===== src/rtl/fetch_pkg.sv =====
// Shared types and constants for the instruction-fetch slice.
// FETCH_ALIGN_CHECK_EN adds the HALT state used on misaligned redirect targets.
package fetch_pkg;

    localparam int INST_W = 32;
    localparam int OPC_W  = 7;

    localparam logic [INST_W-1:0] NOP = 32'h0000_0013;

    localparam logic [OPC_W-1:0] OPC_R      = 7'b0110011;
    localparam logic [OPC_W-1:0] OPC_LOAD   = 7'b0000011;
    localparam logic [OPC_W-1:0] OPC_STORE  = 7'b0100011;
    localparam logic [OPC_W-1:0] OPC_BRANCH = 7'b1100011;

    typedef enum logic [2:0] {
        ST_IDLE,
        ST_REQ,
        ST_WAIT,
        ST_HOLD
`ifdef FETCH_ALIGN_CHECK_EN
        , ST_HALT
`endif
    } fetch_state_e;

    typedef enum logic [1:0] {
        PC_HOLD,
        PC_INC,
        PC_REDIR
    } pc_sel_e;

    function automatic logic is_misaligned(input logic [31:0] addr);
        return addr[1:0] != 2'b00;
    endfunction

endpackage


===== src/rtl/instr_fetch_pc_gen.sv =====
// Fetch program counter: holds, advances by one word, or loads a redirect target.
module pc_gen
    import fetch_pkg::*;
#(
    parameter logic [31:0] RESET_PC = 32'h0000_0000
) (
    input  logic        clk,
    input  logic        rst_n,
    input  pc_sel_e     sel_i,
    input  logic [31:0] redirect_pc_i,
    output logic [31:0] fetch_pc_o
);

    logic [31:0] fetch_pc_q;
    logic [31:0] fetch_pc_d;

    // The +4 wraps naturally at 2^32.
    always_comb begin
        fetch_pc_d = fetch_pc_q;
        case (sel_i)
            PC_INC:   fetch_pc_d = fetch_pc_q + 32'd4;
            PC_REDIR: fetch_pc_d = redirect_pc_i;
            default:  fetch_pc_d = fetch_pc_q;
        endcase
    end

    always_ff @(posedge clk or negedge rst_n) begin
        if (!rst_n) begin
            fetch_pc_q <= RESET_PC;
        end else begin
            fetch_pc_q <= fetch_pc_d;
        end
    end

    assign fetch_pc_o = fetch_pc_q;

endmodule


===== src/rtl/instr_fetch.sv =====
// Single-outstanding instruction fetch unit with branch redirect and a one-entry hold buffer.
// Define FETCH_ALIGN_CHECK_EN to trap misaligned redirect targets into a sticky HALT.
module instr_fetch
    import fetch_pkg::*;
#(
    parameter logic [31:0] RESET_PC = 32'h0000_0000
) (
    input  logic              clk,
    input  logic              rst_n,
    output logic              imem_req,
    output logic [31:0]       imem_addr,
    input  logic              imem_gnt,
    input  logic              imem_rvalid,
    input  logic [31:0]       imem_rdata,
    output logic              inst_valid,
    output logic [INST_W-1:0] inst,
    output logic [OPC_W-1:0]  opcode,
    output logic [31:0]       pc,
    input  logic              inst_ready,
    input  logic              redirect,
    input  logic [31:0]       redirect_pc,
    output logic              misalign_err
);

    fetch_state_e      state_q, state_d;
    logic              drop_q, drop_d;
    logic [INST_W-1:0] inst_q, inst_d;
    logic [31:0]       pc_q, pc_d;
    logic              req_q;
    logic              valid_q;
    pc_sel_e           pc_sel;
    logic [31:0]       fetch_pc;
    logic [31:0]       target;

`ifdef FETCH_ALIGN_CHECK_EN
    logic              err_q, err_d;
    assign target = redirect_pc;
`else
    assign target = redirect_pc & 32'hFFFF_FFFC;
`endif

    pc_gen #(
        .RESET_PC (RESET_PC)
    ) u_pc_gen (
        .clk           (clk),
        .rst_n         (rst_n),
        .sel_i         (pc_sel),
        .redirect_pc_i (target),
        .fetch_pc_o    (fetch_pc)
    );

    // The redirect target is written into fetch_pc immediately; drop_q remembers
    // that the response still in flight belongs to the abandoned path.
    always_comb begin
        state_d = state_q;
        drop_d  = drop_q;
        inst_d  = inst_q;
        pc_d    = pc_q;
        pc_sel  = PC_HOLD;
`ifdef FETCH_ALIGN_CHECK_EN
        err_d   = err_q;
`endif
        case (state_q)
            ST_IDLE: begin
                state_d = ST_REQ;
                if (redirect) pc_sel = PC_REDIR;
            end
            ST_REQ: begin
                if (imem_gnt) begin
                    state_d = ST_WAIT;
                    drop_d  = redirect;
                end
                if (redirect) pc_sel = PC_REDIR;
            end
            ST_WAIT: begin
                if (imem_rvalid) begin
                    drop_d = 1'b0;
                    if (drop_q || redirect) begin
                        state_d = ST_REQ;
                    end else begin
                        state_d = ST_HOLD;
                        inst_d  = imem_rdata;
                        pc_d    = fetch_pc;
                    end
                end else if (redirect) begin
                    drop_d = 1'b1;
                end
                if (redirect) pc_sel = PC_REDIR;
            end
            ST_HOLD: begin
                if (redirect) begin
                    state_d = ST_REQ;
                    pc_sel  = PC_REDIR;
                end else if (inst_ready) begin
                    state_d = ST_REQ;
                    pc_sel  = PC_INC;
                end
            end
            default: state_d = state_q;
        endcase
`ifdef FETCH_ALIGN_CHECK_EN
        if (redirect && is_misaligned(redirect_pc) && state_q != ST_HALT) begin
            state_d = ST_HALT;
            pc_sel  = PC_HOLD;
            drop_d  = 1'b0;
            inst_d  = inst_q;
            pc_d    = pc_q;
            err_d   = 1'b1;
        end
`endif
    end

    always_ff @(posedge clk or negedge rst_n) begin
        if (!rst_n) begin
            state_q <= ST_IDLE;
            drop_q  <= 1'b0;
            inst_q  <= NOP;
            pc_q    <= RESET_PC;
            req_q   <= 1'b0;
            valid_q <= 1'b0;
`ifdef FETCH_ALIGN_CHECK_EN
            err_q   <= 1'b0;
`endif
        end else begin
            state_q <= state_d;
            drop_q  <= drop_d;
            inst_q  <= inst_d;
            pc_q    <= pc_d;
            req_q   <= (state_d == ST_REQ);
            valid_q <= (state_d == ST_HOLD);
`ifdef FETCH_ALIGN_CHECK_EN
            err_q   <= err_d;
`endif
        end
    end

    assign imem_req   = req_q;
    assign imem_addr  = fetch_pc;
    assign inst_valid = valid_q;
    assign inst       = inst_q;
    assign opcode     = inst_q[OPC_W-1:0];
    assign pc         = pc_q;
`ifdef FETCH_ALIGN_CHECK_EN
    assign misalign_err = err_q;
`else
    assign misalign_err = 1'b0;
`endif

endmodule


===== config.mk =====
export PLATFORM = sky130hd
export DESIGN_NAME = instr_fetch
export DESIGN_NICKNAME = d
export VERILOG_FILES = /design/src/rtl/fetch_pkg.sv /design/src/rtl/instr_fetch_pc_gen.sv /design/src/rtl/instr_fetch.sv
export SDC_FILE = /design/constraint.sdc
export NUM_CORES = 1
export LEC_CHECK = 0
export CAP_MARGIN = 25
export CORE_ASPECT_RATIO = 1.25
export CORE_MARGIN = 2
export CORE_UTILIZATION = 49
export CTS_CLUSTER_SIZE = 25
export DETAILED_ROUTE_END_ITERATION = 6
export PLACE_DENSITY_LB_ADDON = 0.2
export SYNTH_ARGS = -nofsm -noshare
export SYNTH_HDL_FRONTEND = slang
export SYNTH_SLANG_ARGS = --single-unit

===== constraint.sdc =====
create_clock -name clk -period 6.5 [get_ports clk]
set_clock_uncertainty 0.1 [all_clocks]
set_input_delay 0.65 -clock clk [delete_from_list [all_inputs] [get_ports clk]]
set_output_delay 0.65 -clock clk [all_outputs]
set_load 0.02 [all_outputs]

==> results of run 1 <==
worst reg2reg max path, stage by stage, from the launching register on:
cell and delay, ps:
dfrtp_1 510, nand4b_1 210, inv_1 50, nand2_1 60, ha_1 780, clkinv_1 790, or3_1 560, o21ai_0 90
a211oi_1 60
worst min path at each step:
stage | from | endpoint | slack [ps] | depth (start not counted)
2_1_floorplan | rst_n | drop_q$_DFFE_PN0P_ | 250 | 0
3_3_place_gp | pc[17]$_DFFE_PN0P_ | pc[17]$_DFFE_PN0P_ | 370 | 2
3_5_place_dp | pc[17]$_DFFE_PN0P_ | pc[17]$_DFFE_PN0P_ | 370 | 2
4_1_cts | rst_n | inst[5]$_DFFE_PN0P_ | 230 | 1
5_1_grt | rst_n | inst[5]$_DFFE_PN0P_ | 260 | 1
6_report | rst_n | inst[5]$_DFFE_PN0P_ | 210 | 1
final cells by class:
| class | count | area [sq um] |
|---|---|---|
| Clock buffer | 10 | 239 |
| Clock inverter | 6 | 65.1 |
| Fill cell | 783 | 3060 |
| Inverter | 13 | 48.8 |
| Multi-Input combinational cell | 286 | 2230 |
| Sequential cell | 98 | 2460 |
| Tap cell | 129 | 161 |
| Timing Repair Buffer | 173 | 1740 |
metrics by stage:
step | instance area [sq um] | setup WS (ps)
global placement | 6610 | 2560
CTS | 6940 | 2880
detailed placement | 6640 | 2530
floorplan | 4990 | 4170
finish | 6940 | 2860
global route | 6940 | 2590
per-layer routing:
layer  share of wire, %  global-route usage (%)  vias to the layer above
met3                7.4                    5.48                       21
met1                 41                    29.3                     1954
met5                  0                       0                        -
met4                2.1                    8.31                        0
met2                 50                    37.4                      168
li1                   -                       -                     1867
power breakdown:
group | internal [mW] | switching (mW)
logic | 0.811 | 0.688
registers | 0.871 | 0.245
clock network | 0.310 | 0.232
total | 1.99 | 1.17
synth_stat cells (all sizes together) (3+ instances only):
cell | count | share of area [%]
nor2 | 29 | 2.2
inv | 12 | 0.90
o21ai | 29 | 2.9
nand4 | 12 | 1.6
nand2 | 23 | 1.7
a21oi | 18 | 1.8
nand2b | 3 | 0.53
and2 | 3 | 0.38
o22a | 4 | 0.70
and3 | 9 | 1.1
dfstp | 3 | 1.6
mux2 | 57 | 17
buf | 28 | 4.2
or3 | 3 | 0.38
dfrtp | 95 | 48
a211oi | 4 | 0.60
nand3 | 18 | 1.9
a311oi | 3 | 0.53
nor3 | 8 | 1.0
a311o | 5 | 1.0
clkbuf | 13 | 1.0
a22oi | 10 | 1.5
a211o | 3 | 0.53
nor4 | 7 | 1.3
and4 | 4 | 0.70
o311ai | 3 | 0.53
sequential cells by signal, indices dropped and copies added, names as in the netlist:
signal	cells
inst	32
pc	30
u_pc_gen.fetch_pc_o	30
state_q	3
drop_q	1
imem_req	1
inst_valid	1
cells by family (layout without fill, tap and decap cells):
logic type / count (synthesis) / after routing
AND/OR/NAND/NOR: 127 / 127
flip-flops: 98 / 98
AO/OA/AOI/OAI: 94 / 94
multiplexers: 58 / 58
buffers and inverters: 54 / 202
adder cells (fa/ha/maj): 2 / 2
other: 1 / 5
==> results.tsv, run 1 <==
metric	value	unit
VDD IR max	0.205	mV
minimum clock period	3640	ps
Syn Area/Cell	11.5	sq um
register area share after synthesis	49.3	%
Max clock buf depth	2	
via density per instance	5.61	
dominant synthesized flop cell	dfrtp_1	
Post-synth EDFFs	0	
Worst-Skew Late Latency	340	ps
number of buffers added to fix hold violations after cts	0	
total die area	11000	sq um
critical path's slowest cell	ha_1	
Critical Path End Type	register	
vias in the first global route	3828	
Routed Wire Length	12400	um
clock slew at reported path FFs	70	ps
Hold Crit Class	in2async	
share of flip-flops with an asynchronous set or reset	100	%
hold_ws	209	ps
outcome	completed	
P per Cell Area	455	nW/um^2
CP required	6610	ps
die height	117	um
worst slew pin tran	962	ps
worst stage delay on the critical path	780	ps
Max-slew headroom	35.9	%
DRC violations left	0	
WP data arrival	3750	ps
adder-cell share of the synthesized area	0.503	%
fraction of synthesized area in multiplexers	17.3	%
Mapped Cells	434	
I/O Buffers	168	
Iter 0 DRT Violations	176	
commonest non-fill, non-tap cell in the layout	clkdlybuf4s50_1	
Antenna Cells	0	
non-filler cells, final	715	
crit-path cells	clkdlybuf4s50_1 > inv_1 > nand4b_1 > inv_1 > nand2_1 > ha_1 > clkinv_1 > or3_1 > o21ai_0 > a211oi_1	
Crit. path cell count	10	
Core Util, Final	69.4	%
Pre-antenna DRT Iters	5	
unrepaired setup endpoints after global routing	false	
Initial Util	49.8	%
initial antenna violation count	0	
Post-Synth Simple-Gate Area	14.0	%
synth warn	0	
grt total ovfl	0	
Post-Place Cells	699	
CTS Buf Count	9	
IO Count	176	
final period utilization	55.9	%
Synth Register Bits	98	
xor/xnor cell area share of the yosys netlist	0	%
setup bufs post-CTS	0	
Detailed Place HPWL	8720	um
# nets final	653	
root buffer selected by CTS	clkbuf_16	
Fin. Hold Viols	0	
PostCTS Resize Cnt	0	
worst reg-to-reg path cell count	8	
most frequent cells in the layout	167 x clkdlybuf4s50_1, 95 x dfrtp_1, 56 x mux2_4	
Core Rows	41	
largest family of logic cells by synthesized area	multiplexers	
crit-path leading delay family	buffers and inverters	
Final setup viols	0	
synthesized cell area	4980	sq um
max-slew violations	0	
htree depth	3	
final total power	3.16	mW
GP Congestion	0.835	
antenna viol nets, final	0	
Area Growth Syn to Fin	39.3	%
Tot GR Track Use	22.7	%
CTS Sinks	98	
Reg2Reg Capture Point	u_pc_gen.fetch_pc_o[21]$_DFFE_PN0P_	
cell mode on critical path	inv_1	
fraction of layout cells with a size suffix above 1	15.7	%
setup_tns	0	ps
core area	10000	sq um
crit path kind	in2reg	
Worst setup SP type	input port	
Setup crit start	redirect	
R2R Path Start	state_q[2]$_DFF_PN0_	
vias	4010	
WL/cell	17.3	um
FF-to-FF setup slack	3160	ps
CP Buf/Inv Count	4	
DIE WIDTH	94.2	um
leakage	3.09	nW
MaxCap Viol Count	0	
largest net degree at the start of global routing	51	
Worst Path Max Fanout	27	
CTS tree	built	
global-route wire length before repair	19600	um
FMAX	275	MHz
Synth Area in Compound Gates	12.6	%
CP endpoint	u_pc_gen.fetch_pc_o[21]$_DFFE_PN0P_	
Netlist cell types	57	
No activity file was read; power rests on OpenSTA's default activity.
==> run 2, diff against run 1 <==
--- a/config.mk
+++ b/config.mk
@@ -8,7 +8,7 @@
 export CAP_MARGIN = 25
 export CORE_ASPECT_RATIO = 1.25
 export CORE_MARGIN = 2
-export CORE_UTILIZATION = 49
+export CORE_UTILIZATION = 46
 export CTS_CLUSTER_SIZE = 25
 export DETAILED_ROUTE_END_ITERATION = 6
 export PLACE_DENSITY_LB_ADDON = 0.2
==> constraint.sdc (replaced) <==
create_clock -name clk -period 3.5 [get_ports clk]
set_clock_uncertainty 0.1 [all_clocks]
set_input_delay 0.35 -clock clk [delete_from_list [all_inputs] [get_ports clk]]
set_output_delay 0.35 -clock clk [all_outputs]
set_load 0.02 [all_outputs]
==> run 2 against run 1 <==
Compared with the run above:
- combinational power rose by 87%
- utilization down 3.3 points
- non-clock buffer count is 6 higher
==> results.tsv, run 2 (synthesis results as in run 1) <==
metric	value	unit	change
outcome	completed		
GP Congestion	0.857		+2.6%
uppermost layer routed	met4		
met2 routed WL	6440	um	+4.9%
max-slew violations	0		unchanged
WL/cell	17.8	um	+2.9%
CP required	3620	ps	-2990 ps
Pre-antenna DRT Iters	7		+2
worst slew pin tran	673	ps	-289 ps
die height	120	um	+3.1%
CTS tree	built		
M1 WL	5520	um	+8.9%
Hold Crit Class	reg2reg		
Worst-Skew Late Latency	340	ps	about the same
Reg2Reg Capture Point	u_pc_gen.fetch_pc_o[21]$_DFFE_PN0P_		
total die area	11700	sq um	+6.3%
worst reg-to-reg path cell count	8		unchanged
CP endpoint	u_pc_gen.fetch_pc_o[21]$_DFFE_PN0P_		
number of buffers added to fix hold violations after cts	1		+1
clock slew at reported path FFs	70	ps	about the same
DIE WIDTH	97.1	um	+3.1%
Fin. Hold Viols	0		unchanged
FMAX	354	MHz	
vias	4034		+0.60%
commonest non-fill, non-tap cell in the layout	clkdlybuf4s50_1		
Worst Path Max Fanout	18		-33%
Detailed Place HPWL	9200	um	+5.5%
htree depth	3		unchanged
final period utilization	80.7	%	
CTS Buf Count	9		unchanged
grt total ovfl	0		unchanged
core area	10600	sq um	+5.6%
Core Rows	42		+2.4%
Worst setup SP type	input port		
unrepaired setup endpoints after global routing	false		
WP data arrival	2950	ps	-800 ps
R2R Path Start	state_q[2]$_DFF_PN0_		
leakage	3.10	nW	+0.52%
PostCTS Resize Cnt	0		unchanged
Initial Util	47.1	%	-2.6 points
root buffer selected by CTS	clkbuf_16		
via density per instance	5.57		-0.65%
VDD IR max	0.409	mV	+100%
largest net degree at the start of global routing	49		-3.9%
crit path kind	in2reg		
cell mode on critical path	inv_1		
Tot GR Track Use	22.4	%	-0.33 points
routed wl met3	751	um	-18%
minimum clock period	2830	ps	
IO Count	176		unchanged
antenna viol nets, final	0		unchanged
critical path's slowest cell	clkinv_1		
vias in the first global route	4088		+6.8%
# nets final	659		+0.92%
Final setup viols	0		unchanged
CTS Sinks	98		unchanged
Critical Path End Type	register		
FF-to-FF setup slack	700	ps	-2460 ps
crit-path cells	clkdlybuf4s50_1 > inv_1 > nand4b_1 > inv_1 > nand2_1 > ha_1 > clkinv_1 > or3_1 > o21ai_0 > a211oi_1		
fraction of layout cells with a size suffix above 1	16.0	%	+0.35 points
MaxCap Viol Count	0		unchanged
final total power	5.86	mW	+86%
most frequent cells in the layout	167 x clkdlybuf4s50_1, 95 x dfrtp_1, 56 x mux2_4		
P per Cell Area	840	nW/um^2	+85%
Antenna Cells	0		unchanged
Routed Wire Length	12900	um	+4.2%
initial antenna violation count	0		unchanged
max reg flops	32		unchanged
I/O Buffers	168		unchanged
Area Growth Syn to Fin	40.1	%	
Max clock buf depth	2		unchanged
DRC violations left	0		unchanged
Setup crit start	redirect		
global-route wire length before repair	21200	um	+8.2%
Max-slew headroom	54.7	%	+19 points
Iter 0 DRT Violations	215		+22%
worst stage delay on the critical path	590	ps	-190 ps
setup_tns	0	ps	unchanged
setup bufs post-CTS	0		unchanged
run 2: cell count changes in the layout (fill, tap and decap cells not counted), sizes merged:
cell | previous run | this run
inv | 13 | 12
clkinvlp | 1 | 2
dlygate4sd3 | 0 | 1
buf | 6 | 11
clkbuf | 10 | 11
clkinv | 4 | 3
run 2: worst min-delay path by stage:
stage / depth (start not counted) / endpoint / start / slack [ps]
finish: 2 / pc[16]$_DFFE_PN0P_ / pc[16]$_DFFE_PN0P_ / 390
global route: 1 / pc[11]$_DFFE_PN0P_ / pc[11]$_DFFE_PN0P_ / 420
CTS: 2 / pc[16]$_DFFE_PN0P_ / pc[16]$_DFFE_PN0P_ / 390
detailed placement: 1 / inst[12]$_DFFE_PN0P_ / rst_n / 310
global placement: 1 / inst[12]$_DFFE_PN0P_ / rst_n / 290
floorplan: 0 / drop_q$_DFFE_PN0P_ / rst_n / -50
run 2: report_power, final:
group	internal (mW)	leakage (nW)	switching (mW)
Combinational	1.51	1.77	1.29
Clock	0.552	0.136	0.418
Sequential	1.62	1.20	0.465
Total	3.68	3.10	2.17
run 2: area by class of cell:
type                       count  area [sq um]
fill                         795          3590
clock buffer                  11           233
inverter                      13          48.8
timing repair buffer         179          1780
sequential                    98          2460
tap                          132           165
clock inverter                 5          55.1
multi-input combinational    286          2230
run 2: critical path: cells and delay by family:
kind / cells / cell delay, ps
AOI/OAI and AO/OA: 2 / 140
and+or+nand+nor: 3 / 720
buffers and inverters: 4 / 1230
adders and majority gates: 1 / 490
run 2: through the flow:
step	util [%]	hold WS, ps	worst slack (ps)	cell area, sq um	instances
after CTS	66.0	389	676	6970	724
after global placement	62.9	295	395	6650	706
after detailed placement	63.2	309	323	6680	707
after floorplan	-	-45.6	1280	4990	438
final	66.0	386	675	6970	724
after global routing	66.0	422	432	6970	724
run 2: layer usage:
| metal | global-route usage, % | vias up |
|---|---|---|
| li1 | - | 1883 |
| met1 | 30.6 | 1955 |
| met2 | 36.5 | 183 |
| met3 | 2.89 | 13 |
| met4 | 8.71 | 0 |
| met5 | 0 | - |
==> run 3, diff against run 2 <==
--- a/config.mk
+++ b/config.mk
@@ -8,7 +8,7 @@
 export CAP_MARGIN = 25
 export CORE_ASPECT_RATIO = 1.25
 export CORE_MARGIN = 2
-export CORE_UTILIZATION = 46
+export CORE_UTILIZATION = 41
 export CTS_CLUSTER_SIZE = 25
 export DETAILED_ROUTE_END_ITERATION = 6
 export PLACE_DENSITY_LB_ADDON = 0.2
==> constraint.sdc (replaced) <==
create_clock -name clk -period 2.5 [get_ports clk]
set_clock_uncertainty 0.1 [all_clocks]
set_input_delay 0.25 -clock clk [delete_from_list [all_inputs] [get_ports clk]]
set_output_delay 0.25 -clock clk [all_outputs]
set_load 0.02 [all_outputs]
==> run 3 against run 2 <==
Compared with the run above:
- largest power group unchanged
- critical path depth is 2 lower
- first-iteration DRC count is 8.8% lower
- non-clock buffer count is 9 higher
- via count hardly changed
- critical path type is now reg2reg
- hold slack worse by 25 ps
- critical endpoint is now u_pc_gen.fetch_pc_o[14]$_DFFE_PN0P_
==> results.tsv, run 3 (synthesis results as in run 1) <==
metric	value	unit	change
R2R Path Start	state_q[1]$_DFF_PN0_		
global-route wire length before repair	20700	um	-2.2%
worst stage delay on the critical path	550	ps	-40 ps
sequential power share	34.3	%	-1.2 points
MaxCap Viol Count	0		unchanged
I/O Buffers	168		unchanged
CTS tree	built		
DIE WIDTH	103	um	+5.7%
total die area	13000	sq um	+12%
leakage	3.17	nW	+2.2%
initial antenna violation count	0		unchanged
# nets final	668		+1.4%
FMAX	435	MHz	
Clk pwr share	18.0	%	+1.4 points
IO Count	176		unchanged
root buffer selected by CTS	clkbuf_16		
crit-path cells	nand4b_1 > inv_1 > nand2_1 > ha_1 > buf_4 > nor4_1 > a2bb2oi_1 > o211a_1		
Pre-antenna DRT Iters	5		-2
critical path's slowest cell	nor4_1		
Final setup viols	0		unchanged
outcome	completed		
Iter 0 DRT Violations	196		-8.8%
Critical Path End Type	register		
Setup crit start	state_q[1]$_DFF_PN0_		
FF/Latch Area	2460	sq um	unchanged
most frequent cells in the layout	167 x clkdlybuf4s50_1, 95 x dfrtp_1, 56 x mux2_4		
CP required	2630	ps	-990 ps
core area	12000	sq um	+14%
Worst-Skew Late Latency	340	ps	about the same
worst slew pin tran	605	ps	-67.9 ps
Hold Crit Class	in2async		
unrepaired setup endpoints after global routing	false		
Max-slew headroom	59.6	%	+4.9 points
max reg flops	32		unchanged
via density per instance	5.28		-5.3%
fraction of layout cells with a size suffix above 1	17.6	%	+1.6 points
non-filler cells, final	765		+5.7%
Initial Util	41.5	%	-5.6 points
CTS Sinks	98		unchanged
final period utilization	91.8	%	
Post-Place Cells	748		+5.8%
combinational share of power	47.6	%	-0.3 points
WL/cell	17.1	um	-4.0%
GP Congestion	0.826		-3.6%
Net Sw Frac	36.5	%	-0.58 points
htree depth	3		unchanged
Layout fillers	1026		+29%
vias in the first global route	3994		-2.3%
final total power	8.40	mW	+43%
Worst Path Max Fanout	8		-10
CTS Buf Count	9		unchanged
minimum clock period	2300	ps	
PostCTS Resize Cnt	0		unchanged
hold_ws	360	ps	-25.3 ps
grt total ovfl	0		unchanged
footprint of the multi-input gates	2230	sq um	unchanged
Area Growth Syn to Fin	43.4	%	
max-slew violations	0		unchanged
commonest non-fill, non-tap cell in the layout	clkdlybuf4s50_1		
Worst setup SP type	register		
largest net degree at the start of global routing	55		+12%
Internal	5.33	mW	+45%
VDD IR max	0.481	mV	+17%
crit path kind	reg2reg		
Tot GR Track Use	20.1	%	-2.3 points
P per Cell Area	1180	nW/um^2	+40%
Routed Wire Length	13100	um	+1.5%
P_sw	3.07	mW	+41%
WP data arrival	2420	ps	-530 ps
clock slew at reported path FFs	70	ps	about the same
Fin. Hold Viols	0		unchanged
vias	4038		+0.099%
die height	127	um	+5.7%
Max clock buf depth	2		unchanged
Antenna Cells	0		unchanged
Core Rows	45		+7.1%
antenna viol nets, final	0		unchanged
Detailed Place HPWL	9410	um	+2.3%
DRC violations left	0		unchanged
==> run 3: final timing paths <==
check	to	slack, ps	cells past startpoint
max in group asynchronous	u_pc_gen.fetch_pc_o[8]$_DFFE_PN0P_	1220	3
min	imem_req$_DFF_PN0_	360	2
min reg2reg	pc[25]$_DFFE_PN0P_	380	2
max	u_pc_gen.fetch_pc_o[14]$_DFFE_PN0P_	200	8
min in group clk	pc[25]$_DFFE_PN0P_	380	2
max reg2reg	u_pc_gen.fetch_pc_o[14]$_DFFE_PN0P_	200	8
==> run 3: power groups by stage <==
stage	sequential, mW	combinational [mW]	clock (mW)
after CTS	2.89	4.03	1.54
after global placement	2.86	3.97	0
after floorplan	3.58	1.48	0
after detailed placement	2.91	4.01	0
final	2.88	4.00	1.51
after global routing	2.99	4.26	1.61
==> run 3: metrics by stage <==
stage                     area [sq um]  worst slack (ps)  utilization, %  setup TNS, ps
final                             7140               204            59.5              0
after detailed placement          6800             -78.3            56.7          -78.3
after floorplan                   4990               278               -              0
after CTS                         7140               205            59.5              0
after global routing              7140              65.6            59.5              0
after global placement            6800             -17.3            56.7          -17.3
==> run 3: worst max-delay path, delay by kind of cell, from the launching register on <==
family / cells / cell delay (ps)
buffers and inverters: 2 / 260
AO/OA/AOI/OAI: 2 / 370
AND/OR/NAND/NOR: 3 / 780
flip-flops: 1 / 450
adder cells (fa/ha/maj): 1 / 220
==> run 3: routing by layer <==
layer  track usage, %  up-vias  part of all wire, %
met3             4.65       10                  6.0
met2             33.4      146                   50
met1             26.1     1988                   43
met5                0        -                    0
met4             5.80        0                  1.0
li1                 -     1894                    -
==> run 3: layout make-up <==
| class | instances | share of cell area, % |
|---|---|---|
| clock inverters | 6 | 1.24 |
| multi-input cells | 286 | 31.3 |
| inverters | 13 | 0.683 |
| flip-flops and latches | 98 | 34.4 |
| well taps | 164 | 2.87 |
| repair buffers | 188 | 26.2 |
| clock buffers | 10 | 3.35 |
==> run 3: timing repair <==
action,in CTS,in global routing
hold endpoints to repair,41,0
hold buffers,1,0
setup buffers,0,0
setup endpoints to repair,0,0
